### config.mk
export PLATFORM = sky130hd
export DESIGN_NAME = spram_bank_ctrl
export DESIGN_NICKNAME = d
export VERILOG_FILES = /design/src/rtl/spram_ctrl_pkg.sv /design/src/rtl/spram_idle_timer.sv /design/src/rtl/spram_bank_ctrl.sv
export SDC_FILE = /design/constraint.sdc
export NUM_CORES = 1
export LEC_CHECK = 0
export CORE_AREA = 2 2 130 132
export CTS_CLUSTER_DIAMETER = 120
export DETAILED_ROUTE_END_ITERATION = 6
export DIE_AREA = 0 0 132 134
export PLACE_DENSITY = 0.69
export SKIP_LAST_GASP = 1
export SYNTH_ARGS = -nofsm -noshare
export SYNTH_HDL_FRONTEND = slang
export SYNTH_HIERARCHICAL = 1
export SYNTH_SLANG_ARGS = --single-unit
### constraint.sdc
create_clock -name clk -period 3.35 [get_ports clk]
set_clock_uncertainty 0.1 [all_clocks]
set_input_delay 0.5025 -clock clk [delete_from_list [all_inputs] [get_ports clk]]
set_output_delay 0.5025 -clock clk [all_outputs]
set_load 0.01 [all_outputs]
### src/rtl/spram_ctrl_pkg.sv
// Shared types and helpers for the SPRAM bank controller.
package spram_ctrl_pkg;

  localparam int unsigned NUM_BANKS = 4;
  localparam int unsigned BANK_AW   = 14;

  typedef enum logic [1:0] {
    ST_IDLE,
    ST_WAKE,
    ST_ACCESS,
    ST_RESP
  } state_t;

  typedef enum logic {
    PORT_A,
    PORT_B
  } port_t;

  // Each byte enable drives the two nibble write-mask bits covering that byte.
  function automatic logic [7:0] be_to_nibble_mask(input logic [3:0] be);
    logic [7:0] mask;
    mask = '0;
    for (int unsigned i = 0; i < 4; i++) begin
      mask[2*i]   = be[i];
      mask[2*i+1] = be[i];
    end
    return mask;
  endfunction

endpackage

### src/rtl/spram_idle_timer.sv
// Per-bank idle counter: saturates at IDLE_CYCLES, which asserts sleep.
// Used only when SPRAM_POWER_GATE_EN is defined.
module spram_idle_timer #(
  parameter int unsigned IDLE_CYCLES = 64
) (
  input  logic clk,
  input  logic rst_n,
  input  logic clear,
  output logic sleep
);

  localparam int unsigned CW = $clog2(IDLE_CYCLES + 1);
  localparam logic [CW-1:0] CMAX = CW'(IDLE_CYCLES);

  logic [CW-1:0] count;

  // Saturating idle count; clear wins over increment, reset leaves the bank asleep.
  always_ff @(posedge clk or negedge rst_n) begin
    if (!rst_n) begin
      count <= CMAX;
    end else if (clear) begin
      count <= '0;
    end else if (count != CMAX) begin
      count <= count + CW'(1);
    end
  end

  assign sleep = (count == CMAX);

endmodule

### src/rtl/spram_bank_ctrl.sv
// Four-bank SPRAM controller: round-robin sharing between fetch port A and
// load/store port B, byte-enable to nibble-mask expansion, and optional
// idle power gating of banks (enabled by defining SPRAM_POWER_GATE_EN).
module spram_bank_ctrl
  import spram_ctrl_pkg::*;
#(
  parameter int unsigned IDLE_CYCLES = 64,
  parameter int unsigned WAKE_CYCLES = 2
) (
  input  logic         clk,
  input  logic         rst_n,
  input  logic         a_req,
  input  logic [15:0]  a_addr,
  output logic         a_ack,
  output logic [31:0]  a_rdata,
  input  logic         b_req,
  input  logic         b_we,
  input  logic [15:0]  b_addr,
  input  logic [31:0]  b_wdata,
  input  logic [3:0]   b_be,
  output logic         b_ack,
  output logic [31:0]  b_rdata,
  output logic [13:0]  mem_addr,
  output logic [31:0]  mem_wdata,
  output logic [7:0]   mem_mask_wren,
  output logic         mem_wren,
  output logic [3:0]   mem_cs,
  output logic [3:0]   mem_sleep,
  output logic [3:0]   mem_standby,
  output logic [3:0]   mem_poweroff,
  input  logic [127:0] mem_rdata
);

  state_t state, state_nx;
  port_t  last_grant, winner, gnt_port;

  logic        cand_a, cand_b, grant;
  logic [15:0] gnt_addr;
  logic [1:0]  gnt_bank, cur_bank;
  logic [15:0] addr_q;
  logic        we_q;
  logic [31:0] wdata_q;
  logic [7:0]  mask_q;
  logic [31:0] bank_rdata;
  logic [NUM_BANKS-1:0] sleep_w;
  logic        wake_done;

  assign cur_bank = addr_q[15:BANK_AW];

  // Arbitration: round-robin on ties; the port acked in RESP cannot win again.
  always_comb begin
    cand_a   = a_req && !(state == ST_RESP && winner == PORT_A);
    cand_b   = b_req && !(state == ST_RESP && winner == PORT_B);
    grant    = (state == ST_IDLE || state == ST_RESP) && (cand_a || cand_b);
    gnt_port = PORT_A;
    if (cand_a && cand_b) begin
      gnt_port = (last_grant == PORT_A) ? PORT_B : PORT_A;
    end else if (cand_b) begin
      gnt_port = PORT_B;
    end
    gnt_addr = (gnt_port == PORT_A) ? a_addr : b_addr;
    gnt_bank = gnt_addr[15:BANK_AW];
  end

  // State register.
  always_ff @(posedge clk or negedge rst_n) begin
    if (!rst_n) begin
      state <= ST_IDLE;
    end else begin
      state <= state_nx;
    end
  end

  // Next-state: grant goes through WAKE only when the target bank is asleep.
  always_comb begin
    state_nx = state;
    case (state)
      ST_IDLE, ST_RESP: begin
        if (grant) begin
          state_nx = sleep_w[gnt_bank] ? ST_WAKE : ST_ACCESS;
        end else begin
          state_nx = ST_IDLE;
        end
      end
      ST_WAKE:   if (wake_done) state_nx = ST_ACCESS;
      ST_ACCESS: state_nx = ST_RESP;
      default:   state_nx = ST_IDLE;
    endcase
  end

  // Transaction fields latched at the grant; A grants never write.
  always_ff @(posedge clk or negedge rst_n) begin
    if (!rst_n) begin
      last_grant <= PORT_B;
      winner     <= PORT_A;
      addr_q     <= '0;
      we_q       <= 1'b0;
      wdata_q    <= '0;
      mask_q     <= '0;
    end else if (grant) begin
      last_grant <= gnt_port;
      winner     <= gnt_port;
      addr_q     <= gnt_addr;
      if (gnt_port == PORT_B) begin
        we_q    <= b_we;
        wdata_q <= b_wdata;
        mask_q  <= b_we ? be_to_nibble_mask(b_be) : '0;
      end else begin
        we_q    <= 1'b0;
        wdata_q <= '0;
        mask_q  <= '0;
      end
    end
  end

  assign mem_addr      = addr_q[BANK_AW-1:0];
  assign mem_wdata     = wdata_q;
  assign mem_mask_wren = mask_q;
  assign mem_cs        = (state == ST_ACCESS) ? (4'b0001 << cur_bank) : '0;
  assign mem_wren      = (state == ST_ACCESS) && we_q;
  assign mem_standby   = '0;
  assign mem_poweroff  = '1;

  assign bank_rdata = mem_rdata[{cur_bank, 5'b0} +: 32];
  assign a_ack      = (state == ST_RESP) && (winner == PORT_A);
  assign b_ack      = (state == ST_RESP) && (winner == PORT_B);
  assign a_rdata    = a_ack ? bank_rdata : '0;
  assign b_rdata    = (b_ack && !we_q) ? bank_rdata : '0;

`ifdef SPRAM_POWER_GATE_EN
  localparam int unsigned WCW = $clog2(WAKE_CYCLES) + 1;

  logic [WCW-1:0]       wcnt;
  logic [NUM_BANKS-1:0] timer_clear;
  logic                 busy;

  assign busy      = (state == ST_WAKE) || (state == ST_ACCESS) || (state == ST_RESP);
  assign wake_done = (state == ST_WAKE) && (wcnt == WCW'(WAKE_CYCLES - 1));

  // Wake-up delay counter, restarted whenever the FSM is outside WAKE.
  always_ff @(posedge clk or negedge rst_n) begin
    if (!rst_n) begin
      wcnt <= '0;
    end else if (state != ST_WAKE) begin
      wcnt <= '0;
    end else begin
      wcnt <= wcnt + WCW'(1);
    end
  end

  // Clear also covers the grant cycle so a bank granted as its count saturates stays awake.
  always_comb begin
    timer_clear = '0;
    for (int unsigned k = 0; k < NUM_BANKS; k++) begin
      timer_clear[k] = (busy && cur_bank == 2'(k)) || (grant && gnt_bank == 2'(k));
    end
  end

  for (genvar k = 0; k < NUM_BANKS; k++) begin : g_timer
    spram_idle_timer #(
      .IDLE_CYCLES(IDLE_CYCLES)
    ) u_timer (
      .clk   (clk),
      .rst_n (rst_n),
      .clear (timer_clear[k]),
      .sleep (sleep_w[k])
    );
  end

  assign mem_sleep = sleep_w;
`else
  logic unused_cfg;

  assign unused_cfg = ^{IDLE_CYCLES, WAKE_CYCLES};
  assign sleep_w    = '0;
  assign wake_done  = 1'b1;
  assign mem_sleep  = '0;
`endif

endmodule

# Word level (Yosys, flattened, before mapping)
# Cells that the tools add are included.
# totals
wordCells	45
regBits	61
in_bits	201
# op_classes
n_lt_le_gt_ge	1
n_reduce_logical	15
muxes	16
shifts	2
bitwise_logic	1
eq_ne	3
# op_table
op	count
128-bit by 8-bit indexed part select with 32-bit output	1
32-bit 2-to-1 mux	3
16-bit 2-to-1 mux	1
8-bit 2-to-1 mux	2
1-bit logical AND	8
2-bit one-hot mux with 3 select lines	1
1-bit 2-to-1 mux	5
2-bit equality test (second input constant)	2
2-bit 2-to-1 mux	2
4-bit 2-to-1 mux	1
1-bit by 2-bit left shift with 4-bit output (first input constant)	1
1-bit logical NOT	3
2-bit by 3-bit < comparator with 1-bit output (second input constant)	1
1-bit binary-select mux with 2-bit select	1
2-bit by 1-bit equality test with 1-bit output (second input constant)	1
2-bit logical NOT	1
1-bit logical OR	2
2-bit OR reduction	1
1-bit NOT	1

# Logic depth before layout (Yosys ltp)
# logic_depth
ltp_word	12
ltp_mapped	7
mapped_depth_nobuf	5

# Worst setup path after synthesis
# Ideal clock, no wire load.
# synth_timing
kind	reg2out
start	reg addr_q[14]
end	out a_rdata[10]
t_required_ns	2.747
path_stages_with_launch	5
setup_slack_ns	1.232
n_path_buf	2
arrival_ns	1.515
path_cell_list	dfrtp_1 > buf_4 > buf_2 > mux4_2 > and2_1
# synth_between
elab_chain_cells	2
# synth_rtl
element	line	text
start: declaration	spram_bank_ctrl.sv:40	logic [15:0] addr_q;
start signal: assignment	spram_bank_ctrl.sv:103	addr_q <= gnt_addr;
128-bit by 8-bit indexed part select with 32-bit output	spram_bank_ctrl.sv:124	assign bank_rdata = mem_rdata[{cur_bank, 5'b0} +: 32];
32-bit 2-to-1 mux	spram_bank_ctrl.sv:127	assign a_rdata = a_ack ? bank_rdata : '0;
end: declaration	spram_bank_ctrl.sv:15	output logic [31:0] a_rdata,
# No other way between the ends.

# Final worst setup path
# layout_timing
start	reg state[1]
end	out b_rdata[9]
# layout_between
elab_chain_cells	4
# layout_rtl
element	line	text
start: declaration	spram_bank_ctrl.sv:34	state_t state, state_nx;
start signal: assignment	spram_bank_ctrl.sv:70	state <= state_nx;
2-bit equality test	spram_bank_ctrl.sv:126	assign b_ack = (state == ST_RESP) && (winner == PORT_B);
1-bit logical AND	spram_bank_ctrl.sv:126	
1-bit logical AND	spram_bank_ctrl.sv:128	assign b_rdata = (b_ack && !we_q) ? bank_rdata : '0;
32-bit 2-to-1 mux	spram_bank_ctrl.sv:128	
end: declaration	spram_bank_ctrl.sv:22	output logic [31:0] b_rdata,
# No other way between the ends.

==> impl_metrics.py <==
metrics = {
    "outcome": {
        "run_status": "complete, no violations",
    },
    "finish": {
        "area_growth_pct": 95.0,
        "fin_nets": 806,
        "fin_util": 0.454,
        "layout-drive-gt1-share": 0.157,
        "instances_no_fill": 829,
        "final_cell_area_um2": 7400,
    },
    "power_and_ir_drop": {
        "p_int_mw": 3.80,
        "power_switching_mw": 1.96,
        "peakVddDrop_mv": 0.337,
        "combPwrFrac": 0.628,
        "p_leak_nw": 2.94,
        "total_power_mw": 5.76,
        "p_sw_frac": 0.340,
        "p_clk_frac": 0.170,
        "cellPowerDensity_nw_per_um2": 778,
        "power_frac_seq": 0.203,
    },
    "global_routing": {
        "grt_usage": 0.167,
        "grt_start_max_net_pins": 41,
        "grt_pass1_vias": 3789,
        "grt_pass1_wl_um": 22300,
        "grt_overflow_total": 0,
        "antenna_found_initial": 2,
    },
    "floorplan": {
        "initial_core_util": 0.233,
        "die_w_um": 132,
        "std_cell_rows": 47,
        "coreArea_um2": 16300,
        "boundaryPins": 338,
        "dieArea_um2": 17700,
        "fp.dieH_um": 134,
    },
    "placement": {
        "dpl.cell_count": 812,
        "place_ws_ns": 0.628,
        "gp_congestion": 0.919,
        "dp_hpwl_um": 12700,
        "dpl-instance-area_um2": 7080,
        "portBuffers": 325,
    },
    "clock_network": {
        "cts_tree": "built",
        "postCtsSetupBuffers": 0,
        "clk_latency_ns": 0.32,
        "cts.clk_slew.worst_paths_ns": 0.05,
        "clockBufferDepth": 2,
        "ctsHtreeMaxLevel": 3,
        "cts.sink_count": 57,
        "cts_resized": 0,
        "cts_hold_buf": 0,
        "numCtsBuffers": 9,
        "cts-root-buf": "clkbuf_16",
    },
    "timing": {
        "layout_setup_ws_ns": 0.319,
        "slew_headroom": 0.417,
        "drv_slew": 0,
        "whs_ns": 0.202,
        "finalSetupViolations": 0,
        "tightest_slew_ns": 0.874,
        "hold_viol": 0,
        "setup_tns_ns": 0,
        "rsz0062_at_grt": "false",
        "max_freq_mhz": 330,
        "period_share": 0.905,
        "period_minus_slack_ns": 3.03,
    },
    "worst_setup_path": {
        "start_kind": "register",
        "cp_max_fo": 32,
        "critPathRequiredTime_ns": 2.75,
        "endpoint_kind": "primary output",
        "reg2reg_from": "state[0]$_DFF_PN0_",
        "worstSetupPathType": "register to primary output",
        "startpoint": "state[1]$_DFF_PN0_",
        "cp_data_arrival_time_ns": 2.43,
    },
    "routing": {
        "post_drt_wl_per_cell_um": 18.3,
        "routed_wl_um": 15200,
        "dr.pass1.iters": 4,
        "drt_iter0_drc": 83,
        "ant_nets": 0,
        "drc": 0,
        "num_vias": 3595,
        "via_per_inst": 4.34,
    },
    "yosys": {
        "yosysSeqAreaShare": 0.376,
        "synth_cells": 303,
        "yosysUniqueCellTypes": 29,
        "synth-seq-cells": 57,
        "yosys_warnings": 6,
        "synth_area_um2": 3800,
        "avgSynthCellArea_um2": 12.5,
    },
    "min_path": {
        "worstHoldPathType": "input pin to asynchronous set/reset pin",
    },
    "flow_run": {
        "maxCapViolCount": 0,
    },
}
[sequential cells by signal, summed over array words and instances, names as in the netlist]
signal / cells
we_q: 1
last_grant: 1
mem_mask_wren: 4
mem_wdata: 32
winner: 1
state: 2
addr_q: 16
[critical path, stage by stage (launching register included)]
cell and delay (ns):
dfrtp_1 0.35, ha_1 0.22, nand2_1 0.16, or2_2 0.56
nor2b_1 0.23, clkdlybuf4s50_1 0.58
[cell families after synthesis]
logic type               after synthesis  synth area share
AO/OA/AOI/OAI                         42            0.0966
AND/OR/NAND/NOR                       77             0.124
other                                  2           0.00198
multiplexers                          64             0.296
adder cells (fa/ha/maj)                2           0.00659
buffers and inverters                 59            0.0992
flip-flops                            57             0.376
[power groups by stage]
stage,sequential [mW],clock [mW],combinational (mW)
4_1_cts,1.17,1.01,3.67
3_5_place_dp,1.16,0,3.67
5_1_grt,1.20,1.04,3.86
3_3_place_gp,1.16,0,3.60
6_report,1.17,0.977,3.62
2_1_floorplan,1.20,0,2.08
[final timing paths]
| path | end | slack [ns] | depth (start not counted) |
|---|---|---|---|
| worst max-delay path | b_rdata[9] | 0.32 | 5 |
| worst min-delay path | mem_wdata[6]$_DFFE_PN0P_ | 0.20 | 1 |
| worst max register to register | addr_q[10]$_DFFE_PN0P_ | 1.00 | 6 |
| worst min register to register | mem_wdata[19]$_DFFE_PN0P_ | 0.40 | 1 |
| max in group asynchronous | addr_q[14]$_DFFE_PN0P_ | 2.15 | 2 |
| min in group clk | mem_wdata[19]$_DFFE_PN0P_ | 0.40 | 1 |
[layout by cell type (no fill, tap or decap), types with 3 or more instances in the layout]
cell and count:
mux4_2 32, dfrtp_1 55, a32o_1 4, buf_4 8
inv_1 4, clkbuf_16 9, and2_1 33, mux2_4 11
nor2b_1 32, a22o_1 33, nand2_1 3, mux2_2 21
conb_1 12, clkdlybuf4s50_1 324
[final cells by class]
cell class | count | area [um2]
Inverter | 4 | 15.0
Multi-Input combinational cell | 197 | 2030
Sequential cell | 57 | 1430
Fill cell | 1522 | 8890
Antenna cell | 2 | 5.00
Tap cell | 220 | 275
Clock buffer | 10 | 239
Timing Repair Buffer | 334 | 3330
Clock inverter | 5 | 78.8
[metal layers]
metal / wire [um] / global-route usage / vias to the layer above / share of wire
met5: 0 / 0 / - / 0
met3: 1030 / 0.0370 / 10 / 0.068
li1: - / - / 1664 / -
met4: 221 / 0.0447 / 0 / 0.015
met1: 6030 / 0.195 / 1722 / 0.40
met2: 7910 / 0.307 / 199 / 0.52
[Yosys cell counts, drive strengths merged]
cell type | n | area, um2
and3 | 1 | 6.26
nand2b | 1 | 6.26
o211ai | 1 | 12.5
dfstp | 1 | 26.3
a22o | 33 | 289
buf | 44 | 320
a21o | 2 | 15.0
dfrtp | 56 | 1400
nand2 | 3 | 11.3
mux4 | 32 | 721
nor3b | 1 | 7.51
a21oi | 1 | 5.00
or3 | 1 | 6.26
inv | 4 | 15.0
and3b | 1 | 8.76
a32o | 4 | 40.0
ha | 2 | 25.0
clkbuf | 11 | 41.3
o21ai | 1 | 5.00
or2 | 1 | 6.26
mux2 | 32 | 402
conb | 2 | 7.51
nor2b | 32 | 200
nor2 | 3 | 11.3
and2 | 33 | 206
Power figures use the tool's default switching activity.
